--- config.mk ---
export PLATFORM = sky130hd
export DESIGN_NAME = somador_serial_param
export DESIGN_NICKNAME = d
export VERILOG_FILES = /design/src/rtl/somador_serial_param_pkg.sv /design/src/rtl/soma_bit_cell.sv /design/src/rtl/somador_serial_param.sv
export SDC_FILE = /design/constraint.sdc
export NUM_CORES = 1
export LEC_CHECK = 0
export BUFFER_PORTS_ARGS = -buffer_cell sky130_fd_sc_hd__buf_2
export CAP_MARGIN = 20
export CORE_ASPECT_RATIO = 0.5
export CORE_MARGIN = 1
export CORE_UTILIZATION = 57
export DETAILED_ROUTE_END_ITERATION = 6
export GPL_ROUTABILITY_DRIVEN = 0
export PLACE_DENSITY = 0.83
export SLEW_MARGIN = 30
export SYNTH_ARGS = -nofsm -noshare
export SYNTH_HDL_FRONTEND = slang
export SYNTH_SLANG_ARGS = --single-unit
export TNS_END_PERCENT = 1
--- constraint.sdc ---
create_clock -name clk -period 3.4 [get_ports clk]
set_clock_uncertainty 0.1 [all_clocks]
set_input_delay 0.17 -clock clk [delete_from_list [all_inputs] [get_ports clk]]
set_output_delay 0.17 -clock clk [all_outputs]
set_load 0.03 [all_outputs]
--- src/rtl/somador_serial_param_pkg.sv ---
// somador_serial_param_pkg: shared state encoding and majority helper for the serial adder
package somador_serial_param_pkg;
  typedef enum logic [1:0] {
    ST_IDLE = 2'd0,
    ST_RUN  = 2'd1,
    ST_DONE = 2'd2
  } state_t;
  function automatic logic maj(input logic x, input logic y, input logic z);
    return (x & y) | (x & z) | (y & z);
  endfunction
endpackage

--- src/rtl/soma_bit_cell.sv ---
// soma_bit_cell: combinational 1-bit full adder
module soma_bit_cell
  import somador_serial_param_pkg::*;
(
  input  logic a,
  input  logic b,
  input  logic carry_in,
  output logic sum,
  output logic carry_out
);
  assign sum       = a ^ b ^ carry_in;
  assign carry_out = maj(a, b, carry_in);
endmodule

--- src/rtl/somador_serial_param.sv ---
// somador_serial_param: bit-serial LSB-first adder/subtractor with start/done handshake
module somador_serial_param
  import somador_serial_param_pkg::*;
#(
  parameter int WIDTH = 8
) (
  input  logic             clk,
  input  logic             rst,
  input  logic             start,
  input  logic             sub,
  input  logic [WIDTH-1:0] a,
  input  logic [WIDTH-1:0] b,
  input  logic             carry_in,
  output logic             busy,
  output logic             done,
  output logic [WIDTH-1:0] sum,
  output logic             carry_out,
  output logic             overflow
);
  localparam int CW = $clog2(WIDTH);
  state_t           state;
  logic [WIDTH-1:0] a_sh, b_sh;
  logic             c, s, cy;
  logic [CW-1:0]    cnt;
  soma_bit_cell u_cell (.a(a_sh[0]), .b(b_sh[0]), .carry_in(c), .sum(s), .carry_out(cy));
  assign busy = state == ST_RUN;
  assign done = state == ST_DONE;
  // FSM: capture operands on accepted start, then one full-adder step per clock
  always_ff @(posedge clk or posedge rst) begin
    if (rst) begin
      state     <= ST_IDLE;
      a_sh      <= '0;
      b_sh      <= '0;
      c         <= 1'b0;
      cnt       <= '0;
      sum       <= '0;
      carry_out <= 1'b0;
      overflow  <= 1'b0;
    end else begin
      case (state)
        ST_IDLE: if (start) begin
          a_sh  <= a;
          b_sh  <= b ^ {WIDTH{sub}};
          c     <= carry_in ^ sub;
          cnt   <= '0;
          state <= ST_RUN;
        end
        ST_RUN: begin
          a_sh <= a_sh >> 1;
          b_sh <= b_sh >> 1;
          sum  <= {s, sum[WIDTH-1:1]};
          c    <= cy;
          cnt  <= cnt + 1'b1;
          if (cnt == CW'(WIDTH - 1)) begin
            overflow  <= c ^ cy;
            carry_out <= cy;
            cnt       <= '0;
            state     <= ST_DONE;
          end
        end
        default: state <= ST_IDLE;
      endcase
    end
  end
endmodule
# After elaboration in Yosys (flattened, before gate mapping)

Index checks and enable logic that the tools add are counted.
Widths: inputs -> output; s select.

$add $sub $neg: 1
Equal/unequal tests: 5
Muxes and demuxes: 12
Bitwise gates (word level): 10
Reductions and logical operators: 5

Operator list:

| operator            | number |
|---|---|
| $pmux 8 s2          | 2 |
| $mux 8              | 2 |
| $xor 8x8->8         | 1 |
| $mux 3              | 2 |
| $pmux 3 s2          | 1 |
| $reduce_and 2->1    | 3 |
| $mux 2              | 2 |
| $pmux 2 s2          | 1 |
| $xor 1x1->1         | 4 |
| $add 3x1->3 const B | 1 |
| $and 1x1->1         | 3 |
| $eq 3x3->1 const B  | 1 |
| $eq 2x1->1 const B  | 1 |
| $eq 2x2->1 const B  | 1 |
| $logic_not 2->1     | 1 |
| $ne 2x1->1 const B  | 1 |
| $ne 2x2->1 const B  | 1 |
| $or 1x1->1          | 2 |
| $pmux 1 s2          | 1 |
| $reduce_bool 2->1   | 1 |
| $mux 1              | 1 |

Register bits: 32
Logic and storage cells: 41

# Logic depth before layout (Yosys ltp)

Depth in word-level cells: 4
Depth in mapped cells: 5
Depth with buffers taken out: 4

# Modules after synthesis

Synthesis repeated with hierarchy kept, for this count alone.

Cells, all modules: 129
Area, all modules: 1490.2 sq um

Modules (own cells, without submodules):

| module               | times used | cells an instance | area each (sq um) |
|---|---|---|---|
| somador_serial_param | 1          | 128               | 1470.2 |
| soma_bit_cell        | 1          | 1                 | 20.0 |

# Worst setup path before layout

OpenSTA, ideal clock, no wires.

Kind: flip-flop to flip-flop
Start point: reg c
End point: reg overflow
Setup time: 0.125 ns
Arrival time: 1.268 ns
Required time: 3.175 ns
Path slack: 1.907 ns
Stages on the path, launching flop included: 4
Buffers on the path: 0
Cells stage by stage: dfrtp_1 fa_1 xor2_1 mux2_4

Longest elaborated chain between the ends: 4
Elaborated cells on any way between the ends: 5
Those cells by class: bitwise (5)

Ends and longest elaborated chain:

| what                   | RTL line                      | text |
|---|---|---|
| start, declared        | somador_serial_param.sv:23    | `logic c, s, cy;` |
| start signal, assigned | somador_serial_param.sv:44    | `c <= carry_in ^ sub;` |
| start signal, assigned | somador_serial_param.sv:52    | `c <= cy;` |
| $and 1x1->1            | somador_serial_param_pkg.sv:9 | `return (x & y) \| (x & z) \| (y & z);` |
| $or 1x1->1             | somador_serial_param_pkg.sv:9 |  |
| $or 1x1->1 *           | somador_serial_param_pkg.sv:9 |  |
| named net cy           | somador_serial_param.sv:23    |  |
| $xor 1x1->1 *          | somador_serial_param.sv:55    | `overflow <= c ^ cy;` |
| end signal, assigned   | somador_serial_param.sv:55    |  |
| end, declared          | somador_serial_param.sv:18    | `output logic overflow` |

Mark *: on every way through the listed nets, which the timed path passes. The rest lies on a longest branch.
A chain may end at the register's enable or synchronous reset.

# Final worst setup path

Start point: reg state[0]
End point: out busy

Longest elaborated chain between the ends: 1

Ends and longest elaborated chain:

| what                   | RTL line                   | text |
|---|---|---|
| start, declared        | somador_serial_param.sv:21 | `state_t state;` |
| start signal, assigned | somador_serial_param.sv:31 | `state <= ST_IDLE;` |
| start signal, assigned | somador_serial_param.sv:46 | `state <= ST_RUN;` |
| start signal, assigned | somador_serial_param.sv:58 | `state <= ST_DONE;` |
| $eq 2x1->1             | somador_serial_param.sv:26 | `assign busy = state == ST_RUN;` |
| end, declared          | somador_serial_param.sv:14 | `output logic busy,` |

No other way between the ends.

==> summary.md <==
| Metric | Value |
|---|---|
| Status | finished, final reports clean |
| Grt total ovfl | 0 |
| Pre-CTS setup slack | 1.21 ns |
| IO Count | 33 |
| Largest family of logic cells by synthesized area | compound AO/OA/AOI/OAI gates |
| Hold Vio Cnt, Final | 0 |
| Async S/R FF share, synth | 100% |
| Max FO, Critical Path | 25 |
| Post-synthesis compound-gate area fraction | 13.6% |
| CTS root buf | clkbuf_8 |
| Post-Syn Area | 1540 µm² |
| Via-per-instance ratio | 5.44 |
| Crit path launch type | flop |
| Most frequent cells in the layout | dfrtp_1, buf_2, and3b_1 |
| Multiplexer share of the synthesized area | 8.78% |
| Die Area | 2920 µm² |
| Simple-gate share of the synthesized area | 13.1% |
| GR Util met2 | 33.7% |
| Antenna violations before repair | 0 |
| Syn_nets | 148 |
| Crit path max-delay family | simple AND/OR/NAND/NOR gates |
| Fin area | 1820 µm² |
| Gate power share | 39.6% |
| Met3 Use GR | 7.81% |
| Drt first-iter violations | 51 |
| P per Cell Area | 935 nW/µm² |
| Post-synthesis adder-cell area fraction | 2.93% |
| Distinct cell type count after synthesis | 26 |
| Power, Total | 1.70 mW |
| Max cap viols | 0 |
| Final slew viol count | 0 |
| Slew headroom | 44.3% |
| Slowest CP cell | nor2b_2 |
| Clock power frac | 20.9% |
| Number of synthesized flops with an enable pin | 0 |
| Fin cells | 194 |
| Initial core utilization | 64.9% |
| Antenna viol nets, final | 0 |
| Die width | 75.5 µm |
| Clk Latency, worst-skew pair | 0.28 ns |
| Register area share after synthesis | 52.0% |
| Post-Syn Area per Cell | 12.4 µm² |
| Worst-Margin Slew | 0.832 ns |
| F_max | 412 MHz |
| Xor/xnor share of the synthesized area | 5.69% |
| Register clock-pin slew on the reported worst setup and hold paths | 0.07 ns |
| DR WL/cell | 13.9 µm |
| PnR worst setup slack | 0.975 ns |
| Placement-stage cell area | 1710 µm² |
| Static Leakage | 0.956 nW |
| First-pass GRT wire length | 4440 µm |
| # placed instances | 185 |
| Die Y | 38.7 µm |
| Largest net degree at the start of global routing | 33 |
| Critical path type | reg2out |
| Hold WS | 0.00747 ns |
| Post-CTS Setup Bufs | 0 |
| Hold Path Class | in2reg |
| # nets final | 182 |
| Post-layout util | 76.8% |
| Layout cell share with drive strength beyond 1 | 34.6% |
| Cells after synthesis | 124 |
| RSZ-0062 raised after global routing | no |
| Worst EP required | 3.13 ns |
| # fillers | 162 |
| CTS tree | built |
| Routed WL | 2700 µm |
| Crit path time final | 2.42 ns |
| DRC | 0 |
| DPL Wire Length | 1710 µm |
| Register bit total from synthesis | 32 |
| Routed vias | 1055 |
| Yosys synthesis warning count | 0 |
| Clock Sinks | 32 |
| H-tree Lvls | 2 |
| Sequential share of power | 39.5% |
| Total track usage | 22.1% |
| GR Util met1 | 29.9% |
| Drt pass-1 iters | 4 |
| Psw | 0.622 mW |
| Antenna cells | 0 |
| Setup violations, final | 0 |
| Core ar. | 2370 µm² |
| Crit path capture type | output port |
| Gr busiest metal | met2 |
| CTS Buf Count | 5 |
| Buf+Inv Stages, Crit Path | 1 |
| WP data arrival | 2.15 ns |
| Maximum vdd drop | 0.000539 V |
| CTS Buffer Depth | 2 |
| Synth-to-layout area growth | 18.5% |
| Prevailing post-synth register cell | dfrtp_1 |
| Vias in the first global route | 931 |
| Sw frac | 36.5% |
| Crit-path cells | nor2b_2, buf_2 |
| Fin crit share | 71.3% |
| Internal power | 1.08 mW |
| Port bufs | 32 |
| Setup_tns | 0 ns |
| Max incr delay on CP | 0.81 ns |
| Rows | 12 |
what timing repair did:
item / 4_1_cts / 5_1_grt
resized for setup: 0 / 0
hold buffers: 1 / 0
endpoints found under the hold margin: 32 / 0
sequential cells by signal, summed over array words and instances (netlist names):
name	cells
c	1
sum	8
overflow	1
state	2
b_sh	8
carry_out	1
cnt	3
a_sh	8
final timing paths:
check	from	endpoint	slack (ns)	cells past startpoint
max reg2reg	state[0]	carry_out	1.19	3
max in group asynchronous	rst	a_sh[1]	2.51	4
min	a[7]	a_sh[7]	0.007	2
min in group asynchronous	rst	sum[4]	0.41	4
max	state[0]	busy	0.98	2
min reg2reg	a_sh[1]	a_sh[1]	0.38	2
synthesized netlist by cell type, types with 2 or more instances:
cell      count  share of area [%]
o21ai_0       7                2.3
nor2b_1       3                1.2
mux2_4        6                5.9
buf_2         2               0.65
inv_1         2               0.49
dfrtp_1      32                 52
a221o_1       6                3.9
mux2_2        4                2.9
buf_6         2                1.5
a22oi_1       3                1.5
nand2_1      11                2.7
ha_1          2                1.6
and3b_1      12                6.8
a21oi_1       6                2.0
a22o_1        5                2.8
xor2_1       10                5.7
clkbuf_1      2               0.49
cell type report:
cell class	instances	area [µm²]	area share (%)
inverters	2	7.51	0.412
flip-flops and latches	32	801	43.9
repair buffers	35	185	10.2
clock inverters	2	35.0	1.92
well taps	35	43.8	2.40
clock buffers	6	72.6	3.98
multi-input cells	82	678	37.2
power by group through the flow:
stage / Combinational, mW / Sequential, mW / Clock [mW]
after detailed placement: 0.672 / 0.679 / 0
after floorplan: 0.465 / 0.750 / 0
after global placement: 0.650 / 0.671 / 0
after global routing: 0.735 / 0.702 / 0.378
final: 0.675 / 0.674 / 0.356
after CTS: 0.681 / 0.675 / 0.362
logic make-up after synthesis:
family                     Yosys count
adders and majority gates            3
xor gates and xnor gates            10
and+or+nand+nor                     30
DFF                                 32
AOI/OAI and AO/OA                   29
muxes                               10
buffers and inverters               10
per-layer routing:
layer,vias to the layer above,part of all wire (%)
li1,507,-
met1,508,49
met2,35,44
met3,5,6.5
met4,0,1.3
met5,-,0
Note: power is estimated with default switching activity, not from simulation.
